$ cat src/rtl/countdown_pkg.sv
// Shared types for the countdown timer.
// State encoding and its width.
package countdown_pkg;

    localparam int StateW = 2;

    typedef enum logic [StateW-1:0] {
        IDLE = 2'd0,
        RUN  = 2'd1,
        DONE = 2'd2
    } state_t;

endpackage

$ cat src/rtl/countdown_timer_if.sv
// Load handshake, control and status bundle for countdown_timer.
// The timer connects through the slave modport.
interface countdown_timer_if #(
    parameter int Size = 5
);

    logic            load_valid;
    logic            load_ready;
    logic [Size-1:0] load_value;
    logic            pause;
    logic            abort;
    logic [Size-1:0] count;
    logic            busy;
    logic            done;

    modport master (
        output load_valid,
        output load_value,
        output pause,
        output abort,
        input  load_ready,
        input  count,
        input  busy,
        input  done
    );

    modport slave (
        input  load_valid,
        input  load_value,
        input  pause,
        input  abort,
        output load_ready,
        output count,
        output busy,
        output done
    );

endinterface

$ cat src/rtl/countdown_timer.sv
// Loadable down-counter with IDLE/RUN/DONE control and pause/abort.
// Define COUNTDOWN_AUTORELOAD_EN for periodic reload from the last load.
module countdown_timer
    import countdown_pkg::*;
#(
    parameter int Size = 5
) (
    input  logic               clock,
    input  logic               reset,
    countdown_timer_if.slave   bus
);

    localparam logic [Size-1:0] Zero = '0;
    localparam logic [Size-1:0] One  = {{(Size-1){1'b0}}, 1'b1};

    state_t          state;
    state_t          state_nxt;
    logic [Size-1:0] count_q;
    logic [Size-1:0] count_nxt;

`ifdef COUNTDOWN_AUTORELOAD_EN
    logic [Size-1:0] reload_q;
    logic [Size-1:0] reload_nxt;
`endif

    always_ff @(posedge clock or negedge reset) begin
        if (!reset) begin
            state   <= IDLE;
            count_q <= Zero;
        end else begin
            state   <= state_nxt;
            count_q <= count_nxt;
        end
    end

`ifdef COUNTDOWN_AUTORELOAD_EN
    always_ff @(posedge clock or negedge reset) begin
        if (!reset) begin
            reload_q <= Zero;
        end else begin
            reload_q <= reload_nxt;
        end
    end
`endif

    always_comb begin
        state_nxt = state;
        count_nxt = count_q;
`ifdef COUNTDOWN_AUTORELOAD_EN
        reload_nxt = reload_q;
`endif
        unique case (state)
            IDLE: begin
                if (bus.load_valid) begin
                    count_nxt = bus.load_value;
`ifdef COUNTDOWN_AUTORELOAD_EN
                    reload_nxt = bus.load_value;
`endif
                    if (bus.load_value != Zero) begin
                        state_nxt = RUN;
                    end else begin
                        state_nxt = DONE;
                    end
                end
            end
            RUN: begin
                // Abort wins over pause; the count is left where it stopped.
                if (bus.abort) begin
                    state_nxt = IDLE;
                end else if (!bus.pause && count_q != Zero) begin
                    count_nxt = count_q - One;
                    if (count_q == One) begin
                        state_nxt = DONE;
                    end
                end
            end
            DONE: begin
                state_nxt = IDLE;
`ifdef COUNTDOWN_AUTORELOAD_EN
                if (!bus.abort && reload_q != Zero) begin
                    state_nxt = RUN;
                    count_nxt = reload_q;
                end
`endif
            end
            default: begin
                state_nxt = IDLE;
            end
        endcase
    end

    assign bus.load_ready = (state == IDLE);
    assign bus.busy       = (state == RUN) || (state == DONE);
    assign bus.done       = (state == DONE);
    assign bus.count      = count_q;

endmodule
$ cat src/flat_wrapper.sv
// flat-port wrapper written by rule: the top's interface ports become plain ports
module countdown_timer_flat import countdown_pkg::*;
#(
    parameter int Size = 5
)
  (clock, reset, bus_load_valid, bus_load_value, bus_pause, bus_abort, bus_load_ready, bus_count, bus_busy, bus_done);
  countdown_timer_if #(.Size(Size)) bus_i ();
  input  logic clock;
  input  logic reset;
  input wire logic [$bits(bus_i.load_valid)-1:0] bus_load_valid;
  input wire logic [$bits(bus_i.load_value)-1:0] bus_load_value;
  input wire logic [$bits(bus_i.pause)-1:0] bus_pause;
  input wire logic [$bits(bus_i.abort)-1:0] bus_abort;
  output wire logic [$bits(bus_i.load_ready)-1:0] bus_load_ready;
  output wire logic [$bits(bus_i.count)-1:0] bus_count;
  output wire logic [$bits(bus_i.busy)-1:0] bus_busy;
  output wire logic [$bits(bus_i.done)-1:0] bus_done;
  assign bus_i.load_valid = bus_load_valid;
  assign bus_i.load_value = bus_load_value;
  assign bus_i.pause = bus_pause;
  assign bus_i.abort = bus_abort;
  assign bus_load_ready = bus_i.load_ready;
  assign bus_count = bus_i.count;
  assign bus_busy = bus_i.busy;
  assign bus_done = bus_i.done;
  countdown_timer #(.Size(Size)) u_core (.clock(clock), .reset(reset), .bus(bus_i));
endmodule
$ cat config.mk
export PLATFORM = sky130hd
export DESIGN_NAME = countdown_timer_flat
export DESIGN_NICKNAME = d
export VERILOG_FILES = /design/src/rtl/countdown_pkg.sv /design/src/rtl/countdown_timer_if.sv /design/src/rtl/countdown_timer.sv /design/src/flat_wrapper.sv
export SDC_FILE = /design/constraint.sdc
export NUM_CORES = 1
export LEC_CHECK = 0
export BUFFER_PORTS_ARGS = -buffer_cell sky130_fd_sc_hd__buf_4
export CELL_PAD_IN_SITES_DETAIL_PLACEMENT = 1
export CELL_PAD_IN_SITES_GLOBAL_PLACEMENT = 2
export CORE_MARGIN = 2
export CORE_UTILIZATION = 27
export CTS_CLUSTER_SIZE = 40
export DETAILED_ROUTE_END_ITERATION = 10
export HOLD_SLACK_MARGIN = 0.1
export PLACE_DENSITY_LB_ADDON = 0.3
export SLEW_MARGIN = 10
export SYNTH_ARGS = -nofsm -noshare
export SYNTH_HDL_FRONTEND = slang
export SYNTH_SLANG_ARGS = --single-unit
$ cat constraint.sdc
create_clock -name clock -period 1.9 [get_ports clock]
set_input_delay 0.38 -clock clock [delete_from_list [all_inputs] [get_ports clock]]
set_output_delay 0.38 -clock clock [all_outputs]
set_load 0.01 [all_outputs]
==> results of run 1 <==
-- through the flow --
| stage | util (%) | hold slack (ps) | area, µm² | setup WS [ps] | cells |
|---|---|---|---|---|---|
| 6_report | 39.4 | 357 | 749 | 175 | 112 |
| 5_1_grt | 39.4 | 376 | 749 | 11.5 | 112 |
| 4_1_cts | 39.3 | 351 | 747 | 127 | 112 |
| 3_5_place_dp | 37.4 | 202 | 711 | 143 | 107 |
| 3_3_place_gp | 37.4 | 204 | 711 | 170 | 107 |
| 2_1_floorplan | - | 84.4 | 532 | 255 | 61 |
-- worst reg2reg max path: stages (launching register included) --
cell	delay [ps]
dfrtp_1	390
inv_2	70
ha_2	180
inv_2	60
or3_1	390
or4_1	400
o211ai_1	160
-- flip-flops by register name, indices dropped and copies added (netlist names) --
name              count
u_core.bus.count      5
u_core.state          2
-- layout make-up --
class	instances	area (µm²)
sequential	7	175
timing repair buffer	21	160
inverter	6	22.5
multi-input combinational	47	332
fill	239	1150
clock buffer	4	26.3
tap	27	33.8
-- cell usage in the layout (no fill, tap or decap), drive strengths merged --
| cell | n |
|---|---|
| o21ai | 4 |
| o22a | 2 |
| nor4 | 1 |
| o211ai | 2 |
| or3 | 2 |
| dfrtp | 7 |
| or4 | 2 |
| nand2b | 2 |
| nor2b | 2 |
| ha | 5 |
| clkbuf | 4 |
| inv | 6 |
| nor3 | 1 |
| a211o | 1 |
| o21a | 1 |
| a21o | 1 |
| o31ai | 2 |
| a22oi | 1 |
| nor2 | 3 |
| dlygate4sd3 | 1 |
| o221ai | 1 |
| a31oi | 3 |
| or3b | 1 |
| a21oi | 5 |
| nand2 | 3 |
| buf | 20 |
| mux2i | 2 |
-- worst max path at each step --
| stage | end | slack (ps) | cells past startpoint |
|---|---|---|---|
| after floorplan | u_core.bus.count[3] | 260 | 6 |
| after global placement | u_core.bus.count[2] | 170 | 6 |
| after detailed placement | u_core.bus.count[3] | 140 | 6 |
| after CTS | u_core.bus.count[3] | 130 | 6 |
| after global routing | u_core.bus.count[2] | 10 | 6 |
| final | u_core.bus.count[3] | 170 | 6 |
-- cell usage after synthesis, drive strengths merged --
library cell	instances	area, µm²
a211o	1	8.76
a21o	1	7.51
a21oi	5	25.0
a22oi	1	7.51
a31oi	3	18.8
buf	1	5.00
dfrtp	7	175
ha	5	62.6
inv	6	22.5
mux2i	2	20.0
nand2	3	11.3
nand2b	2	12.5
nor2	3	11.3
nor2b	2	12.5
nor3	1	5.00
nor4	1	6.26
o211ai	2	15.0
o21a	1	7.51
o21ai	4	20.0
o221ai	1	8.76
o22a	2	17.5
o31ai	2	15.0
or3	2	12.5
or3b	1	8.76
or4	2	15.0
-- report_power, final --
group	total, mW	switching (mW)	internal (mW)
Clock	0.140	0.0594	0.0804
Sequential	0.299	0.0754	0.223
Combinational	0.723	0.366	0.357
-- routing by layer --
| layer | vias to the layer above | global-route usage, % | part of all wire [%] |
|---|---|---|---|
| met5 | - | 0 | 0 |
| met4 | 0 | 7.14 | 2.0 |
| met3 | 4 | 5.56 | 4.0 |
| met1 | 261 | 18.8 | 44 |
| li1 | 277 | - | - |
| met2 | 12 | 25.2 | 49 |
-- logic make-up (layout without fill, tap and decap cells) --
group                      after synthesis  count (layout)  synth area share, %
AOI/OAI and AO/OA                       23              23                 28.5
DFF                                      7               7                 32.9
and+or+nand+nor                         17              17                 17.9
buffers and inverters                    7              31                 5.18
muxes                                    2               2                 3.76
adders and majority gates                5               5                 11.8
-- timing repair --
action | in CTS | in global routing
gates resized for setup | 0 | 2
endpoints found under the setup margin | 0 | 1
hold buffers | 1 | 0
hold endpoints to repair | 7 | 0
==> results.ini, run 1 <==
[placed_design]
io_buffers=17
place.detailed.hpwl_mm=1.17
place.gp.congestion=0.747

[worst_setup_path]
required_ps=2070
arrival_ps=1900
worst_r2r_startpoint=u_core.state[1]
worstPathCellList=inv_2 -> ha_2 -> inv_2 -> or3_1 -> or4_1 -> o211ai_1
critical_path.startpoint=u_core.state[1]
reg2reg_to=u_core.bus.count[3]
r2r_slack_ps=170
cpMaxStageDelayCell=or4_1
reg2reg_depth=6
critical_path_class=flip-flop to flip-flop
start_kind=flip-flop
endpoint_kind=flip-flop
cp_common_cell=inv_2
cp_slowest_stage_delay_ps=400
critPathMaxFanout=5
timing.critical_path.buf_inv=2
crit_family=simple AND/OR/NAND/NOR gates

[power]
pwr_density_cell_mw_per_mm2=1550
leakage_nw=0.346
ir_worst_vdd_mv=0.571
power_mw=1.16

[die]
core_mm2=0.00190
die-area_mm2=0.00234
die_y_um=48.4
rows=16
die_x_um=48.4
initial_utilization_pct=28.0
num_io_pins=18

[timing]
maxSlewHeadroom_pct=73.8
finalCriticalPeriod_ps=1730
grt_setup_unrepaired=false
finClkSkew_ps=2.37
hold_violations=0
clock.fmax_mhz=580
tightestPinTransition_ps=390
finalCritPeriodShare_pct=90.8
tns_ps=0
setup_viol=0
slew_violations=0

[clocking]
post_cts_buffers=0
tritoncts=yes
clock_path_buffers=2
clk_pin_slew_worst_paths_ps=50
cts-root-buf=clkbuf_4
clock_sinks=7
cts_buffers=3
worstSkewPairLatency_ps=260
htreeDepth=1

[cells_and_area]
diodes=0
nets=101
area_growth_pct=40.9
drive_gt1_share_pct=31.8

[route]
routed_wl_mm=1.49
firstDrtPassIters=2
vias=554
drt-initial-drc-count=5
drcViolationCount=0
vias_per_cell=4.95
post_drt_wl_per_cell_um=13.3
antenna_left=0

[global_routing]
grt_pass1_vias=583
grt_max_degree=11
antenna_found_initial=0
grt_overflow=0
grt_first_pass_wirelength_mm=2.77
grt_usage_pct=15.7

[worst_hold_path]
hold_start=bus_load_value[2]
min_to=u_core.bus.count[2]
whs_path_depth=3
min_path_type=primary input to flip-flop

[yosys]
synth_area_per_cell_um2=8.72
syn_area_um2=532
syn_nets=76
seq_area_frac_synth_pct=32.9
synth-seq-cells=7
synthDistinctLibCells=26
ys_warn_count=0
synthCells=61

[run_status]
status=complete, no violations

[run]
max_cap_violations=0

Power figures use the tool's default switching activity.
==> run 2, diff against run 1 <==
PLACE_DENSITY_LB_ADDON = 0.1   (was 0.3)
SLEW_MARGIN = unset   (was 10)
==> run 2 against run 1 <==
Compared with the run above: critical path depth is the same; combinational power grew 2%; fmax is 2.7% lower; non-clock buffer count unchanged; clock power is essentially flat; core utilization grew 0.20 points; first-iteration DRC count shrank 20%; setup slack got worse by 48 ps; global-route usage shrank 0.49 points; count of clock-buffer cells in the layout did not move; die area stayed put; critical path type unchanged; highest routed layer unchanged.
==> results.ini, run 2 (same netlist as run 1, synthesis figures left out) <==
[cells_and_area]
final_common_cell=buf_4
diodes=0  ; unchanged
mostFrequentLayoutCells=buf_4, dfrtp_1, inv_1, a21oi_1, ha_1
area_growth_pct=41.6
fin_util_pct=39.6  ; +0.20 points
nets=101  ; unchanged
largest_reg_flops=5  ; unchanged
drive_gt1_share_pct=30.6  ; -1.2 points
nFillCells=238  ; -0.42%

[route]
wl_met3_um=83  ; +38%
dr_wl_met2_um=727  ; -1.1%
drcViolationCount=0  ; unchanged
firstDrtPassIters=4  ; +2
top_layer=met4
drt-initial-drc-count=4  ; -1
antenna_left=0  ; unchanged
vias_per_cell=5.02  ; +1.4%
routed_wl_mm=1.55  ; +4.2%
post_drt_wl_per_cell_um=13.8  ; +4.2%
wl_met1_um=713  ; +8.2%
vias=562  ; +1.4%

[placed_design]
io_buffers=17  ; unchanged
place.detailed.hpwl_mm=1.23  ; +4.9%
place.gp.congestion=0.713  ; -4.6%

[worst_setup_path]
endpoint_kind=flip-flop
reg2reg_depth=6  ; unchanged
worst_r2r_startpoint=u_core.state[1]
critPathMaxFanout=5  ; unchanged
arrival_ps=1950  ; +50 ps
reg2reg_to=u_core.bus.count[3]
start_kind=flip-flop
required_ps=2070  ; about the same
critical_path_class=flip-flop to flip-flop
r2r_slack_ps=130  ; -50 ps

[global_routing]
grt_pass1_vias=598  ; +2.6%
grt_first_pass_wirelength_mm=2.75  ; -0.97%
grt_usage_pct=15.2  ; -0.49 points
grt_max_degree=11  ; unchanged
grt_overflow=0  ; unchanged
antenna_found_initial=0  ; unchanged

[clocking]
clk_pin_slew_worst_paths_ps=60  ; about the same
post_cts_buffers=0  ; unchanged
clock_path_buffers=2  ; unchanged
worstSkewPairLatency_ps=250  ; about the same
htreeDepth=1  ; unchanged
tritoncts=yes
cts-root-buf=clkbuf_4
cts_buffers=3  ; unchanged
clock_sinks=7  ; unchanged

[power]
ir_worst_vdd_mv=0.552  ; -3.3%
pwr_density_cell_mw_per_mm2=1560  ; +0.76%
leakage_nw=0.348  ; +0.61%

[die]
die_y_um=48.4  ; unchanged
core_mm2=0.00190  ; unchanged
die-area_mm2=0.00234  ; unchanged
die_x_um=48.4  ; unchanged
num_io_pins=18  ; unchanged
rows=16  ; unchanged
initial_utilization_pct=28.0  ; unchanged

[timing]
finClkSkew_ps=2.61  ; +0.249 ps
setup_viol=0  ; unchanged
maxSlewHeadroom_pct=69.5  ; -4.3 points
slew_violations=0  ; unchanged
finalCriticalPeriod_ps=1770  ; +48.5 ps
grt_setup_unrepaired=false
clock.fmax_mhz=564  ; -2.7%
tightestPinTransition_ps=453  ; +63.6 ps
finalCritPeriodShare_pct=93.4  ; +2.6 points
hold_violations=0  ; unchanged
tns_ps=0  ; unchanged

[worst_hold_path]
min_path_type=primary input to flip-flop
whs_path_depth=3  ; unchanged
min_to=u_core.bus.count[2]
hold_start=bus_load_value[2]

[run_status]
status=complete, no violations

[run]
max_cap_violations=0  ; unchanged

run 2: timing repair:
action,4_1_cts,5_1_grt
endpoints found under the setup margin,0,1
endpoints found under the hold margin,7,0
hold buffers,1,0
resized for setup,0,2
run 2: worst max-delay path by stage:
stage | startpoint | to | slack [ps] | cells after the start
after CTS | u_core.state[1] | u_core.bus.count[3] | 130 | 6
after floorplan | u_core.state[1] | u_core.bus.count[3] | 260 | 6
final | u_core.state[1] | u_core.bus.count[3] | 130 | 6
after global placement | u_core.bus.count[1] | u_core.bus.count[2] | 190 | 6
after global routing | u_core.state[1] | u_core.bus.count[3] | 50 | 6
after detailed placement | u_core.state[1] | u_core.bus.count[3] | 140 | 6
run 2: cell type report:
class | instances | area (µm²) | area share (%)
tap | 27 | 33.8 | 4.49
sequential | 7 | 175 | 23.3
timing repair buffer | 21 | 160 | 21.3
multi-input combinational | 47 | 335 | 44.5
clock buffer | 4 | 26.3 | 3.49
inverter | 6 | 22.5 | 2.99
run 2: layer usage:
layer / vias to the layer above / track usage [%]
met5: - / 0
met4: 0 / 5.71
met3: 4 / 3.40
met2: 15 / 25.2
met1: 265 / 19.3
li1: 278 / -
run 2: critical path, stage by stage (launching register included):
cell      delay (ps)
dfrtp_1          380
inv_1            110
ha_1             190
inv_2             70
or3_1            380
or4_1            400
o211ai_1         160
run 2: stage by stage:
step | total power, mW | area, µm² | setup WS (ps) | instances | hold WS (ps)
2_1_floorplan | 0.728 | 532 | 255 | 61 | 84.4
3_3_place_gp | 1.04 | 711 | 187 | 107 | 203
3_5_place_dp | 1.04 | 711 | 142 | 107 | 203
4_1_cts | 1.19 | 747 | 128 | 112 | 370
5_1_grt | 1.31 | 753 | 46.0 | 112 | 427
6_report | 1.18 | 753 | 126 | 112 | 381
run 2: where the power goes:
group | internal, mW | total (mW) | switching (mW)
combinational | 0.356 | 0.734 | 0.377
sequential | 0.223 | 0.303 | 0.0798
clock | 0.0804 | 0.139 | 0.0589
